$ cat src/rtl/uart_pkg.sv
// Shared UART transmit types: controller state encoding and line-source select codes.
// Combinational definitions only: no latency, no backpressure.
package uart_pkg;

  typedef enum logic [2:0] {
    IDLE,
    START,
    DATA,
    PARITY,
    STOP
  } uart_tx_state_t;

  localparam logic [1:0] UART_SEL_IDLE   = 2'd0;
  localparam logic [1:0] UART_SEL_START  = 2'd1;
  localparam logic [1:0] UART_SEL_DATA   = 2'd2;
  localparam logic [1:0] UART_SEL_PARITY = 2'd3;

endpackage

$ cat src/rtl/uart_baud_counter.sv
// Bit-period timer: counts 0..CLKS_PER_BIT-1, bit_tick on the last count; latency 0 (tick is combinational).
// No backpressure: free-running unless clear is held, which parks the count at 0.
module uart_baud_counter #(
  parameter int CLKS_PER_BIT = 16
) (
  input  logic clk,
  input  logic reset,
  input  logic clear,
  output logic bit_tick
);

  localparam int CNT_W = $clog2(CLKS_PER_BIT);
  localparam logic [CNT_W-1:0] LAST_CNT = CNT_W'(CLKS_PER_BIT - 1);

  logic [CNT_W-1:0] cnt;

  assign bit_tick = (cnt == LAST_CNT);

  always_ff @(posedge clk) begin
    if (reset || clear) begin
      cnt <= '0;
    end else if (bit_tick) begin
      cnt <= '0;
    end else begin
      cnt <= cnt + 1'b1;
    end
  end

endmodule

$ cat src/rtl/uart_tx_controller.sv
// UART frame sequencer (START, LSB-first DATA, optional PARITY under UART_TX_PARITY_EN, STOP); START entered 1 cycle after accept.
// Backpressure: tx_ready only in IDLE; tx_valid/tx_data are ignored for the whole frame.
module uart_tx_controller
  import uart_pkg::*;
#(
  parameter int DATA_WIDTH   = 8,
  parameter int CLKS_PER_BIT = 16
) (
  input  logic                          clk,
  input  logic                          reset,
  input  logic [DATA_WIDTH-1:0]         tx_data,
  input  logic                          tx_valid,
  output logic                          tx_ready,
  output logic [DATA_WIDTH-1:0]         parallel_data,
  output logic                          serial_enable,
  output logic [$clog2(DATA_WIDTH)-1:0] serial_data_index,
  output logic [1:0]                    mux_sel,
  output logic                          parity_bit,
  output logic                          busy,
  output logic                          tx_done
);

  localparam int IDX_W = $clog2(DATA_WIDTH);
  localparam logic [IDX_W-1:0] LAST_BIT = IDX_W'(DATA_WIDTH - 1);

  uart_tx_state_t   state_q, state_d;
  logic [IDX_W-1:0] bit_idx_q;
  logic             bit_tick;
  logic             accept;
  logic             baud_clear;

  assign tx_ready   = (state_q == IDLE);
  assign busy       = (state_q != IDLE);
  assign accept     = tx_valid && tx_ready;
  assign baud_clear = (state_q == IDLE);

  uart_baud_counter #(
    .CLKS_PER_BIT(CLKS_PER_BIT)
  ) u_baud (
    .clk     (clk),
    .reset   (reset),
    .clear   (baud_clear),
    .bit_tick(bit_tick)
  );

  always_ff @(posedge clk) begin
    if (reset) begin
      state_q       <= IDLE;
      bit_idx_q     <= '0;
      parallel_data <= '0;
    end else begin
      state_q <= state_d;
      if (accept) begin
        parallel_data <= tx_data;
        bit_idx_q     <= '0;
      end else if (state_q == DATA && bit_tick) begin
        bit_idx_q <= bit_idx_q + 1'b1;
      end
    end
  end

  // serial_enable fires one cycle early so the serializer register lines up with the bit period
  always_comb begin
    state_d           = state_q;
    serial_enable     = 1'b0;
    serial_data_index = '0;
    mux_sel           = UART_SEL_IDLE;
    tx_done           = 1'b0;
    case (state_q)
      IDLE: begin
        if (accept) state_d = START;
      end
      START: begin
        mux_sel = UART_SEL_START;
        if (bit_tick) begin
          serial_enable = 1'b1;
          state_d       = DATA;
        end
      end
      DATA: begin
        mux_sel = UART_SEL_DATA;
        if (bit_tick) begin
          if (bit_idx_q == LAST_BIT) begin
`ifdef UART_TX_PARITY_EN
            state_d = PARITY;
`else
            state_d = STOP;
`endif
          end else begin
            serial_enable     = 1'b1;
            serial_data_index = bit_idx_q + 1'b1;
          end
        end
      end
`ifdef UART_TX_PARITY_EN
      PARITY: begin
        mux_sel = UART_SEL_PARITY;
        if (bit_tick) state_d = STOP;
      end
`endif
      STOP: begin
        if (bit_tick) begin
          tx_done = 1'b1;
          state_d = IDLE;
        end
      end
      default: state_d = IDLE;
    endcase
  end

`ifdef UART_TX_PARITY_EN
  assign parity_bit = ^parallel_data;
`else
  assign parity_bit = 1'b0;
`endif

endmodule

$ cat config.mk
export PLATFORM = sky130hd
export DESIGN_NAME = uart_tx_controller
export DESIGN_NICKNAME = d
export VERILOG_FILES = /design/src/rtl/uart_pkg.sv /design/src/rtl/uart_baud_counter.sv /design/src/rtl/uart_tx_controller.sv
export SDC_FILE = /design/constraint.sdc
export NUM_CORES = 1
export LEC_CHECK = 0
export CAP_MARGIN = 10
export CORE_UTILIZATION = 40
export CTS_CLUSTER_DIAMETER = 100
export DETAILED_ROUTE_END_ITERATION = 6
export MAX_ROUTING_LAYER = met4
export PLACE_DENSITY = 0.7
export SYNTH_ARGS = -nofsm -noshare
export SYNTH_HDL_FRONTEND = slang
export SYNTH_HIERARCHICAL = 1
export SYNTH_SLANG_ARGS = --single-unit
$ cat constraint.sdc
create_clock -name clk -period 3.65 [get_ports clk]
set_input_delay 1.095 -clock clk [delete_from_list [all_inputs] [get_ports clk]]
set_output_delay 1.095 -clock clk [all_outputs]
set_load 0.005 [all_outputs]
==> reports/qor.yml <==
run_status:
  status: "finished, final reports clean"
placed_design:
  preCtsSetupSlack_ns: 0.651
  dp_hpwl_microns: 1230
  postPlaceCellArea_sq_um: 1130
  dp.cells: 142
  gp_congestion: 0.750
  port_buffers: 27
global_route:
  antenna_found_initial: 0
  grt-ovfl-total: 0
  grt_pass1_vias: 681
  grt_pass1_wl_microns: 2920
  gr-usage-all-layers: 0.161
  grt_start_max_net_pins: 17
logic_synthesis:
  syn_inst: 97
  synth_ff_type: "dfxtp_1"
  synth_area_leaders: "dfxtp_1 40%, nand2_1 7.9%, a21oi_1 5.0%"
  yosysMostFrequentCell: "nand2_1"
  yosysWarnings: 6
  yosysUniqueCellTypes: 31
  ys_seq_area_frac: 0.400
  synth_common_cells: "19 x nand2_1, 18 x dfxtp_1, 9 x a21oi_1"
  syn-num-nets: 111
  synth_top_area_frac: 0.400
  ys_seq_elements: 18
  synthArstFlopShare: 0
  avgSynthCellArea_sq_um: 9.29
  synth_edf_count: 0
  yosys.area.top_type: "dfxtp_1"
  netlist_area_sq_um: 901
sta:
  finalHoldViolCount: 0
  fmax_mhz: 302
  setup_viol: 0
  worst_slack_ns: 0.334
  setup-tns-final_ns: 0
  post-route-min-period_ns: 3.32
  final.period_utilization: 0.908
  rsz0062_at_grt: "no"
  finalClockSkew_ns: 0.00224
  tightest_slew_ns: 0.715
  slew_viol_final: 0
  worst_hold_slack_ns: 0.457
  max-slew-margin-rel: 0.522
floorplanning:
  io_pins: 29
  die_w_microns: 49.5
  dieArea_sq_um: 2450
  fp.coreArea_sq_um: 2040
  die_h_microns: 49.5
  rows: 16
  start_util: 0.441
critical_path:
  r2r_end: "bit_idx_q[1]"
  worstPathCellList: "ha_1, nand3_1, inv_1, nor4bb_4, and3_1, clkdlybuf4s50_1"
  rrSetupSlack_ns: 1.98
  worstPathMaxFanout: 6
  worstSetupEndpointType: "output pin"
  cp-startpoint: "u_baud/cnt[0]"
  required_ns: 2.55
  r2r-start: "u_baud/cnt[0]"
  worstSetupEndpoint: "serial_data_index[1]"
  startpoint_type: "flip-flop"
  reg2reg_depth: 6
  crit_cells: 6
  crit_type: "flip-flop to output pin"
  cp_top_family: "simple AND/OR/NAND/NOR gates"
  slowest_stage: "clkdlybuf4s50_1"
  cp.arrival_ns: 2.22
  crit_buf_inv: 2
  slowest_delay_ns: 0.49
power_and_ir_drop:
  ir_drop_v: 0.000232
  powerDensity_nw_per_um2: 324
  power.leakage_nw: 0.429
  p_total_uw: 379
clock_tree:
  cts.clk_slew.worst_paths_ns: 0.10
  clkSinkCount: 18
  htreeDepth: 1
  root_buffer: "clkbuf_4"
  clock_latency_ns: 0.29
  cts_made_buffers: 3
  hold_buffers: 0
  post_cts_resized: 0
  postCtsSetupBuffers: 0
  cts_tree: "done"
  clockBufferDepth: 2
drt:
  wire_per_inst_microns: 11.7
  wl_microns: 1700
  initialDrtViolationCount: 4
  postRouteAntennaNets: 0
  drc: 0
  post_drt_via_cell_ratio: 5.00
  dr_total_vias: 730
  firstDrtPassIters: 4
final_layout:
  syn_to_final_growth_pct: 29.6
  final_area_sq_um: 1170
  final_nets: 134
  layout-drive-gt1-share: 0.101
  finalNonFillerCells: 146
  utilization: 0.572
  antenna_cells: 0
hold_path:
  hp-class: "flip-flop to flip-flop"
  worstHoldPathCells: 1
flow_run:
  drv_cap: 0
==> metal layers <==
layer  vias up  GRT usage  wire, microns
met2        20      0.260            801
met5         -          -              0
li1        370          -              -
met3         4     0.0463             76
met4         0     0.0762             28
met1       336      0.181            796
==> cells in the final DEF (no fill, tap or decap) <==
master and instances:
nor4_1 1, or4b_1 1, conb_1 1, nor3b_2 1
xnor2_1 2, nor4b_4 1, nor3b_1 1, inv_1 4
and2_1 1, a21oi_1 9, nand2_1 19, nand3b_1 3
nand3_1 2, nor3_2 4, clkbuf_4 3, clkbuf_8 1
or3_1 1, mux2i_1 3, ha_1 3, nor2_2 1
clkdlybuf4s50_1 27, nor2_1 3, and3_1 2, a211oi_1 2
dfxtp_1 18, xor2_1 1, nor4bb_4 1, nor4b_1 1
nand4b_1 1, nor3_1 1
==> how the worst min path moves through the flow <==
stage	start	end	slack, ns
after floorplan	u_baud/cnt[0]	u_baud/cnt[0]	0.42
after global placement	u_baud/cnt[0]	u_baud/cnt[0]	0.43
after detailed placement	u_baud/cnt[0]	u_baud/cnt[0]	0.44
after CTS	u_baud/cnt[0]	u_baud/cnt[0]	0.46
after global routing	parallel_data[6]	parallel_data[6]	0.48
final	u_baud/cnt[0]	u_baud/cnt[0]	0.46
==> report_power, final <==
| group | switching (mW) | leakage [nW] | internal, mW |
|---|---|---|---|
| combinational | 0.0193 | 0.261 | 0.0288 |
| clock | 0.0607 | 0.0210 | 0.0608 |
| sequential | 0.00596 | 0.147 | 0.203 |
==> layout make-up <==
| cell class | instances | area (sq um) |
|---|---|---|
| fillers | 189 | 875 |
| multi-input cells | 66 | 452 |
| flip-flops and latches | 18 | 360 |
| repair buffers | 27 | 270 |
| clock buffers | 4 | 36.3 |
| well taps | 27 | 33.8 |
| inverters | 4 | 15.0 |
==> worst register-to-register path, delay by kind of cell (launching register included) <==
family,cells,cell delay [ns]
adder cells (fa/ha/maj),1,0.20
buffers and inverters,1,0.17
flip-flops,1,0.37
AND/OR/NAND/NOR,3,0.53
multiplexers,1,0.27
==> kinds of logic (layout without fill, tap and decap cells) <==
group	after synthesis	in the layout	share of synthesized area
and+or+nand+nor	45	45	0.326
DFF	18	18	0.400
buffers and inverters	13	35	0.0986
AOI/OAI and AO/OA	11	11	0.0667
adders and majority gates	3	3	0.0417
xor gates and xnor gates	3	3	0.0292
muxes	3	3	0.0333
other	1	1	0.00416
==> state kept, by name, indices dropped and copies added (netlist names) <==
| signal | cells |
|---|---|
| parallel_data | 8 |
| bit_idx_q | 3 |
| state_q | 3 |
| u_baud/cnt | 4 |
(Power assumes the default switching activity.)
